[src/rtl/alu_pkg.sv]
// Shared encodings for the execution-stage ALU: ALU select codes, aluop
// values from main control, R-type funct codes and flag bit positions.
package alu_pkg;

    // ALU select driven by the ALU-control decoder.
    typedef enum logic [2:0] {
        ALU_AND = 3'b000,
        ALU_OR  = 3'b001,
        ALU_ADD = 3'b010,
        ALU_SUB = 3'b110,
        ALU_SLT = 3'b111
    } alu_sel_e;

    // aluop as produced by the main control unit.
    typedef enum logic [1:0] {
        ALUOP_MEM   = 2'b00,  // lw/sw address add
        ALUOP_BEQ   = 2'b01,  // branch compare (subtract)
        ALUOP_RTYPE = 2'b10,  // decode funct
        ALUOP_SUB   = 2'b11   // also subtract
    } aluop_e;

    // Low four bits of the R-type funct field.
    localparam logic [3:0] FUNCT_ADD = 4'b0000;
    localparam logic [3:0] FUNCT_SUB = 4'b0010;
    localparam logic [3:0] FUNCT_AND = 4'b0100;
    localparam logic [3:0] FUNCT_OR  = 4'b0101;
    localparam logic [3:0] FUNCT_SLT = 4'b1010;

    // Bit positions inside the {N,Z,C,V} flag register.
    localparam int FLAG_N = 3;
    localparam int FLAG_Z = 2;
    localparam int FLAG_C = 1;
    localparam int FLAG_V = 0;

endpackage

[src/rtl/alu_ctrl_dec.sv]
// ALU-control decoder: maps {aluop, funct} to the 3-bit ALU select.
// Purely combinational so the main control unit can reuse it.
module alu_ctrl_dec
    import alu_pkg::*;
(
    input  logic [1:0] aluop,
    input  logic [3:0] funct,
    output logic [2:0] gout
);

    // Priority decode: aluop0 forces SUB, 00 forces ADD, 10 looks at funct.
    always_comb begin
        // NOTE: every output of a combinational block gets a default first,
        // otherwise an uncovered path holds its old value and infers a latch.
        gout = ALU_ADD;
        if (aluop[0]) begin
            gout = ALU_SUB;
        end else if (aluop == ALUOP_MEM) begin
            gout = ALU_ADD;
        end else begin
            case (funct)
                FUNCT_ADD: gout = ALU_ADD;
                FUNCT_SUB: gout = ALU_SUB;
                FUNCT_AND: gout = ALU_AND;
                FUNCT_OR:  gout = ALU_OR;
                FUNCT_SLT: gout = ALU_SLT;
                default:   gout = ALU_ADD;
            endcase
        end
    end

endmodule

[src/rtl/alu_32.sv]
// Execution-stage arithmetic for the single-cycle datapath: ALU-control
// decode, 32-bit ALU with flags, PC+step and branch-target adders, plus a
// registered {N,Z,C,V} status register.
module alu_32
    import alu_pkg::*;
#(
    parameter logic [31:0] PC_STEP = 32'd4
) (
    input  logic        clk,
    input  logic        reset,
    input  logic [1:0]  aluop,
    input  logic [3:0]  funct,
    input  logic [31:0] a,
    input  logic [31:0] b,
    input  logic [31:0] pc,
    input  logic [31:0] branch_offset,
    input  logic        flag_en,
    output logic [2:0]  gout,
    output logic [31:0] result,
    output logic        zero,
    output logic        neg,
    output logic        carry,
    output logic        ovf,
    output logic [31:0] pc_plus4,
    output logic [31:0] branch_target,
    output logic [3:0]  flags_q
);

    logic [32:0] add_w;
    logic [32:0] sub_w;
    logic        add_ovf;
    logic        sub_ovf;
    logic [3:0]  flags_d;

    alu_ctrl_dec u_dec (
        .aluop (aluop),
        .funct (funct),
        .gout  (gout)
    );

    // Subtraction is a + ~b + 1 so its carry-out means "no unsigned borrow".
    assign add_w   = {1'b0, a} + {1'b0, b};
    assign sub_w   = {1'b0, a} + {1'b0, ~b} + 33'd1;
    assign add_ovf = (a[31] == b[31]) && (add_w[31] != a[31]);
    assign sub_ovf = (a[31] != b[31]) && (sub_w[31] != a[31]);

    // ALU result and carry/overflow selected by gout; unused codes give 0.
    always_comb begin
        result = '0;
        carry  = 1'b0;
        ovf    = 1'b0;
        case (gout)
            ALU_AND: result = a & b;
            ALU_OR:  result = a | b;
            ALU_ADD: begin
                result = add_w[31:0];
                carry  = add_w[32];
                ovf    = add_ovf;
            end
            ALU_SUB: begin
                result = sub_w[31:0];
                carry  = sub_w[32];
                ovf    = sub_ovf;
            end
            // Signed less-than: sign of the difference corrected by overflow.
            ALU_SLT: result = {31'b0, sub_w[31] ^ sub_ovf};
            default: result = '0;
        endcase
    end

    assign zero = (result == 32'd0);
    assign neg  = result[31];

    // PC adders wrap silently modulo 2^32.
    assign pc_plus4      = pc + PC_STEP;
    assign branch_target = pc_plus4 + branch_offset;

    // Next flag value: capture live flags when enabled, otherwise hold.
    always_comb begin
        flags_d = flags_q;
        if (flag_en) begin
            flags_d[FLAG_N] = neg;
            flags_d[FLAG_Z] = zero;
            flags_d[FLAG_C] = carry;
            flags_d[FLAG_V] = ovf;
        end
    end

    // Flag register; asynchronous reset clears it and dominates flag_en.
    always_ff @(posedge clk or posedge reset) begin
        // NOTE: state updates use non-blocking assignment so every flop
        // samples pre-edge values regardless of block evaluation order.
        if (reset) begin
            flags_q <= 4'b0000;
        end else begin
            flags_q <= flags_d;
        end
    end

endmodule

[config.mk]
export PLATFORM = sky130hd
export DESIGN_NAME = alu_32
export DESIGN_NICKNAME = d
export VERILOG_FILES = /design/src/rtl/alu_pkg.sv /design/src/rtl/alu_ctrl_dec.sv /design/src/rtl/alu_32.sv
export SDC_FILE = /design/constraint.sdc
export NUM_CORES = 1
export LEC_CHECK = 0
export CAP_MARGIN = 15
export CORE_ASPECT_RATIO = 1.4
export CORE_MARGIN = 2
export CORE_UTILIZATION = 35
export DETAILED_ROUTE_END_ITERATION = 10
export HOLD_SLACK_MARGIN = 0.06
export PLACE_DENSITY_LB_ADDON = 0.25
export SYNTH_ARGS = -nofsm -noshare
export SYNTH_HDL_FRONTEND = slang
export SYNTH_HIERARCHICAL = 1
export SYNTH_SLANG_ARGS = --single-unit
[constraint.sdc]
create_clock -name clk -period 11.4 [get_ports clk]
set_input_delay 2.85 -clock clk [delete_from_list [all_inputs] [get_ports clk]]
set_output_delay 2.85 -clock clk [all_outputs]
set_load 0.01 [all_outputs]
==> results of run 1 <==
==> logic make-up after synthesis <==
family	Yosys count
compound gates	371
simple gates	324
buf+inv	181
fa+ha+maj	139
xor+xnor	79
mux	19
flops	4
==> worst max-delay path, stage by stage <==
cell      delay [ns]
buf_8           0.10
inv_6           0.05
ha_4            0.19
or2_4           0.25
or3_4           0.36
a2111o_1        0.37
a211oi_2        0.24
o21ai_1         0.12
nor2_1          0.09
nor2_1          0.05
o21bai_1        0.16
fa_2            0.21
o22a_1          0.14
a21oi_2         0.06
or4_4           0.52
or3_1           0.37
or4_4           0.56
nor4_4          0.27
buf_4           0.16
or4b_1          0.42
or4_4           0.51
and4b_1         0.26
buf_2           0.14
==> worst max path at each step <==
stage | endpoint | cells past startpoint | slack [ns]
2_1_floorplan | zero | 22 | 0.48
3_3_place_gp | zero | 23 | -0.88
3_5_place_dp | zero | 23 | -1.02
4_1_cts | zero | 23 | 0.0003
5_1_grt | zero | 24 | -0.07
6_report | zero | 23 | 0.11
==> per-stage QoR <==
stage / setup WS, ns / instances
detailed placement: -1.02 / 1745
CTS: 0.000275 / 1767
global route: -0.0736 / 1773
floorplan: 0.476 / 1117
finish: 0.111 / 1773
global placement: -0.883 / 1745
==> repair_timing <==
action,in CTS,in global routing
hold buffers,0,0
setup endpoints to repair,1,1
resized for setup,86,98
endpoints found under the hold margin,0,0
pin swaps,30,32
buffers inserted,20,6
==> power by group through the flow <==
stage / Combinational, mW / Clock (mW) / Sequential, mW
floorplan: 0.332 / 0 / 0.0185
global placement: 0.661 / 0 / 0.0174
detailed placement: 0.663 / 0 / 0.0174
CTS: 0.687 / 0.0560 / 0.0173
global route: 0.758 / 0.0571 / 0.0176
finish: 0.705 / 0.0552 / 0.0173
==> routing by layer <==
metal	vias to the layer above	part of all wire (%)
li1	4838	-
met1	4591	36
met2	451	52
met3	111	6.9
met4	0	5.2
met5	-	0
==> cell usage in the layout, fill, tap and decap left out, drive strengths merged, types with 5 or more instances in the layout <==
cell type and instances:
o22ai 12, o31ai 8, xnor2 59, o221ai 7
a31oi 9, nor2 77, mux2i 17, a21o 37
o21bai 14, xor2 19, a311oi 5, and3 22
nand4 13, ha 135, and2 6, or4 8
a2111oi 9, nand3 35, nor2b 10, or2 7
a2111o 5, nand2 79, o21a 10, dlymetal6s2s 18
a21oi 100, o21ai 61, clkdlybuf4s50 203, clkbuf 13
or3 9, a221oi 5, nand2b 13, nor3 28
o211ai 18, a211oi 16, dlygate4sd2 5, o2111ai 9
nor4 7, buf 202, inv 133
==> cell usage after synthesis, types with 17 or more instances <==
| library cell | instances | area (sq um) |
|---|---|---|
| o21ai_0 | 61 | 305 |
| ha_1 | 135 | 1690 |
| nor3_1 | 28 | 140 |
| mux2i_1 | 17 | 170 |
| and3_1 | 21 | 131 |
| nor2_1 | 77 | 289 |
| nand2_1 | 79 | 297 |
| a21oi_1 | 100 | 500 |
| xor2_1 | 19 | 166 |
| nand3_1 | 35 | 175 |
| xnor2_1 | 59 | 517 |
| clkbuf_1 | 30 | 113 |
| a21o_1 | 36 | 270 |
| o211ai_1 | 17 | 128 |
| inv_1 | 132 | 495 |
==> layout make-up <==
type / count / share of cell area, %
timing repair buffer: 440 / 32.3
clock buffer: 3 / 0.619
sequential: 4 / 0.826
multi-input combinational: 932 / 59.3
inverter: 134 / 4.21
tap: 260 / 2.68
==> results.yml, run 1 <==
floorplan:
  rows: 63
  initial_utilization_pct: 35.8
  fp.dieArea_sq_mm: 0.0229
  die_w_um: 128
  core_area_sq_mm: 0.0212
  io_pins: 244
  die_h_um: 178
setup_path:
  crit_start: "b[11]"
  path_class: "input pin to output port"
  r2r-start: "flags_q[0]$_DFFE_PP0P_"
  ff2ff_path_depth: 1
  arrival_ns: 8.44
  worst-r2r-setup-slack_ns: 10.66
  required_ns: 8.55
  worstPathMaxFanout: 3
  rr_endpoint: "flags_q[0]$_DFFE_PP0P_"
  start_kind: "input pin"
  cp-end-kind: "output port"
route:
  num_vias: 9991
  wire_per_inst_um: 18.2
  drt_iter0_markers: 577
  antenna_left: 0
  firstDrtPassIters: 6
  routed_wl_um: 32300
  vias_per_cell: 5.64
  drc_errors: 0
global_routing:
  grt.total_usage_pct: 26.4
  grt_use_met2_pct: 52.1
  antenna_found_initial: 0
  grt-busiest-layer: "met2"
  met3_usage_pct: 3.09
  overflow: 0
  grt_first_pass_wirelength_um: 48400
  grt_pass1_vias: 9767
  grtUsageMet1_pct: 27.3
  grt_max_degree: 20
logic_synthesis:
  syn_inst: 1117
  synth_cell_type_count: 83
  synthMuxAreaShare_pct: 2.54
  ys_async_sr_fraction_pct: 100
  synth_area_sq_mm: 0.00759
  seq_area_frac_synth_pct: 1.32
  synth-main-ff-cell: "dfrtp_1"
  synth-edff-count: 0
  yosys.area_share.simple_pct: 21.1
  syn_avg_cell_area_sq_um: 6.80
  ys_warn_count: 6
  synth_top_family_by_area: "compound AO/OA/AOI/OAI gates"
  synth_seq_cells: 4
  synth-xor-area-share_pct: 9.29
  synthAdderAreaFrac_pct: 23.3
  syn-num-nets: 1393
  synth_compound_area_share_pct: 33.1
sta:
  worstMarginPinSlew_ns: 0.652
  hold_ws_ns: 0.502
  drv_slew: 0
  skew_ns: 0
  hold_viol: 0
  post-route-min-period_ns: 11.29
  rsz0062_at_grt: "yes"
  tns_ns: 0
  setup_violations: 0
  period_share_pct: 99.0
  slew_headroom_pct: 56.0
  fmax_mhz: 88.6
pwr:
  power_switching_mw: 0.360
  vdd.ir_drop.worst_uv: 44.5
  comb_power_share_pct: 90.7
  leakage_nw: 5.64
  p_int_mw: 0.418
  p_per_area_mw_per_mm2: 64.2
  swShare_pct: 46.3
  total_power_mw: 0.778
  pwr-share-clk_pct: 7.1
  pwr-share-seq_pct: 2.2
clocking:
  clock_latency_ns: 0.23
  root_buffer: "clkbuf_16"
  htree_levels: 1
  cts_sinks: 4
  clockBufferDepth: 2
  cts_inserted_buffers: 3
  clkTransAtPathRegs_ns: 0.03
  cts_tree: "built"
hold_path:
  hold_depth: 1
  hold_start: "flags_q[1]$_DFFE_PP0P_"
  hold_end: "flags_q[1]$_DFFE_PP0P_"
  min_path_type: "flip-flop to flip-flop"
placed_design:
  gp_congestion: 0.963
  dp.final_hpwl_um: 27000
  io_buffers: 243
  place_area_sq_mm: 0.0114
layout:
  multiInputGateArea_sq_mm: 0.00719
  areaGrowthSynthToFinish_pct: 59.6
  diodes: 0
  final_area_sq_mm: 0.0121
  largest_register_ff_count: 4
  final_nets: 1791
  ff_latch_area_sq_um: 100
  largest_registers: "flags_q x4"
  drive_gt1_share_pct: 21.3
  regMostFlops: "flags_q"
  post-route-util_pct: 57.2
  nFillCells: 1984
run_status:
  status: "finished, final reports clean"
job:
  drv_cap: 0
(Power assumes the default switching activity.)
==> run 2, diff against run 1 <==
--- a/config.mk
+++ b/config.mk
@@ -11,7 +11,6 @@
 export CORE_UTILIZATION = 35
 export DETAILED_ROUTE_END_ITERATION = 10
 export HOLD_SLACK_MARGIN = 0.06
-export PLACE_DENSITY_LB_ADDON = 0.25
 export SYNTH_ARGS = -nofsm -noshare
 export SYNTH_HDL_FRONTEND = slang
 export SYNTH_HIERARCHICAL = 1
==> run 2 against run 1 <==
  * Global-route usage increased by 0.76 points
  * Setup slack worse by 0.044 ns
  * Clock-buffer cell count unchanged
  * Maximum frequency down 0.39%
  * Die area unchanged
  * Critical path depth increased by 11
  * Sequential cell count stayed put
  * Design area shrank 1.2%
  * Cell count is 0.34% higher
  * Core utilization shrank 0.69 points
  * Critical path type unchanged
  * Largest cell class unchanged
  * Largest power group unchanged
==> results.yml, run 2 (synthesized netlist as in run 1, its figures left out) <==
sta:
  hold_ws_ns: 0.497
  period_share_pct: 99.4
  rsz0062_at_grt: "yes"
  setup_violations: 0
  skew_ns: 0
  hold_viol: 0
  slew_headroom_pct: 53.5
  drv_slew: 0
  fmax_mhz: 88.2
  worstMarginPinSlew_ns: 0.688
  post-route-min-period_ns: 11.33
floorplan:
  die_h_um: 178
  rows: 63
  io_pins: 244
  die_w_um: 128
  initial_utilization_pct: 35.8
  core_area_sq_mm: 0.0212
  fp.dieArea_sq_mm: 0.0229
layout:
  areaGrowthSynthToFinish_pct: 57.7
  diodes: 0
  final_common_cell: "clkdlybuf4s50_1"
  final_nets: 1797
  largest_register_ff_count: 4
  drive_gt1_share_pct: 17.8
  regMostFlops: "flags_q"
  post-route-util_pct: 56.5
  nFillCells: 2116
  final_cell_mix: "232 x clkdlybuf4s50_1, 201 x buf_4, 123 x ha_1"
  largest_registers: "flags_q x4"
clocking:
  cts_inserted_buffers: 3
  clkTransAtPathRegs_ns: 0.03
  root_buffer: "clkbuf_16"
  clockBufferDepth: 2
  holdBufCountCts: 0
  cts_tree: "built"
  cts_sinks: 4
  htree_levels: 1
  clock_latency_ns: 0.22
setup_path:
  crit_slowest_cell: "clkdlybuf4s50_1"
  required_ns: 8.55
  worst-r2r-setup-slack_ns: 10.65
  path_class: "input pin to output port"
  start_kind: "input pin"
  r2r-start: "flags_q[0]$_DFFE_PP0P_"
  arrival_ns: 8.48
  cp-end-kind: "output port"
  cp_common_cell: "buf_4"
  rr_endpoint: "flags_q[0]$_DFFE_PP0P_"
  worstPathMaxFanout: 9
  path_buf_inv: 23
  max_stage_delay_ns: 0.53
  ff2ff_path_depth: 1
  cp_top_family: "buffers and inverters"
global_routing:
  overflow: 0
  antenna_found_initial: 0
  grt_first_pass_wirelength_um: 49900
  grt_pass1_vias: 9877
  grt_max_degree: 24
  grt.total_usage_pct: 27.2
route:
  firstDrtPassIters: 5
  antenna_left: 0
  routed_wl_um: 32700
  drt_iter0_markers: 573
  wire_per_inst_um: 18.4
  vias_per_cell: 5.56
  num_vias: 9886
  drc_errors: 0
run_status:
  status: "finished, final reports clean"
hold_path:
  hold_end: "flags_q[1]$_DFFE_PP0P_"
  hold_depth: 1
  min_path_type: "flip-flop to flip-flop"
  hold_start: "flags_q[1]$_DFFE_PP0P_"
placed_design:
  io_buffers: 243
  dp.final_hpwl_um: 27800
  gp_congestion: 0.977
job:
  drv_cap: 0
pwr:
  total_power_mw: 0.775
  leakage_nw: 5.51
  vdd.ir_drop.worst_uv: 37.2
  p_per_area_mw_per_mm2: 64.8
-- run 2: cell count changes in the layout (fill, tap and decap cells not counted), moves of 3 or more --
cell             before  now
clkbuf_2             10    0
dlymetal6s2s_1       18    0
ha_1                112  123
dlygate4sd2_1         5   10
ha_2                  3    0
inv_1                96  121
buf_6                 7    2
or2_4                 3    0
clkdlybuf4s50_1     203  232
inv_2                35   12
buf_4               192  201
ha_4                 20   12
-- run 2: stage by stage --
step,std cells,area (sq um),TNS [ns],setup WS [ns]
global placement,1749,11500,-0.966,-0.966
floorplan,1117,7590,0,0.476
detailed placement,1749,11500,-1.05,-1.05
CTS,1777,11900,0,0.000694
global route,1779,12000,-0.165,-0.165
finish,1779,12000,0,0.0666
-- run 2: metal layers --
metal,up-vias,global-route usage [%],share of wire (%)
li1,4854,-,-
met1,4493,28.9,37
met2,427,52.7,51
met3,112,2.85,6.5
met4,0,12.8,5.2
met5,-,0,0
-- run 2: worst max path at each step --
stage	startpoint	endpoint	slack (ns)	cells past startpoint
after floorplan	a[18]	zero	0.48	22
after detailed placement	b[11]	zero	-1.05	23
final	b[22]	zero	0.07	34
after global routing	b[14]	zero	-0.16	34
after global placement	b[11]	zero	-0.97	23
after CTS	b[11]	zero	0.0007	23
-- run 2: power by group --
group	switching, mW	internal, mW
logic	0.347	0.357
clock network	0.00938	0.0448
registers	0.000976	0.0163
total	0.358	0.418
-- run 2: layout make-up --
type / count / area [sq um] / area share, %
multi-input cells: 932 / 7020 / 58.7
repair buffers: 446 / 3950 / 33.0
inverters: 134 / 503 / 4.20
well taps: 260 / 325 / 2.72
flip-flops and latches: 4 / 100 / 0.836
clock buffers: 3 / 75.1 / 0.627
-- run 2: what timing repair did --
item / CTS / global route
pin swaps: 26 / 13
buffers inserted: 25 / 2
resized for setup: 48 / 13
endpoints found under the setup margin: 1 / 1
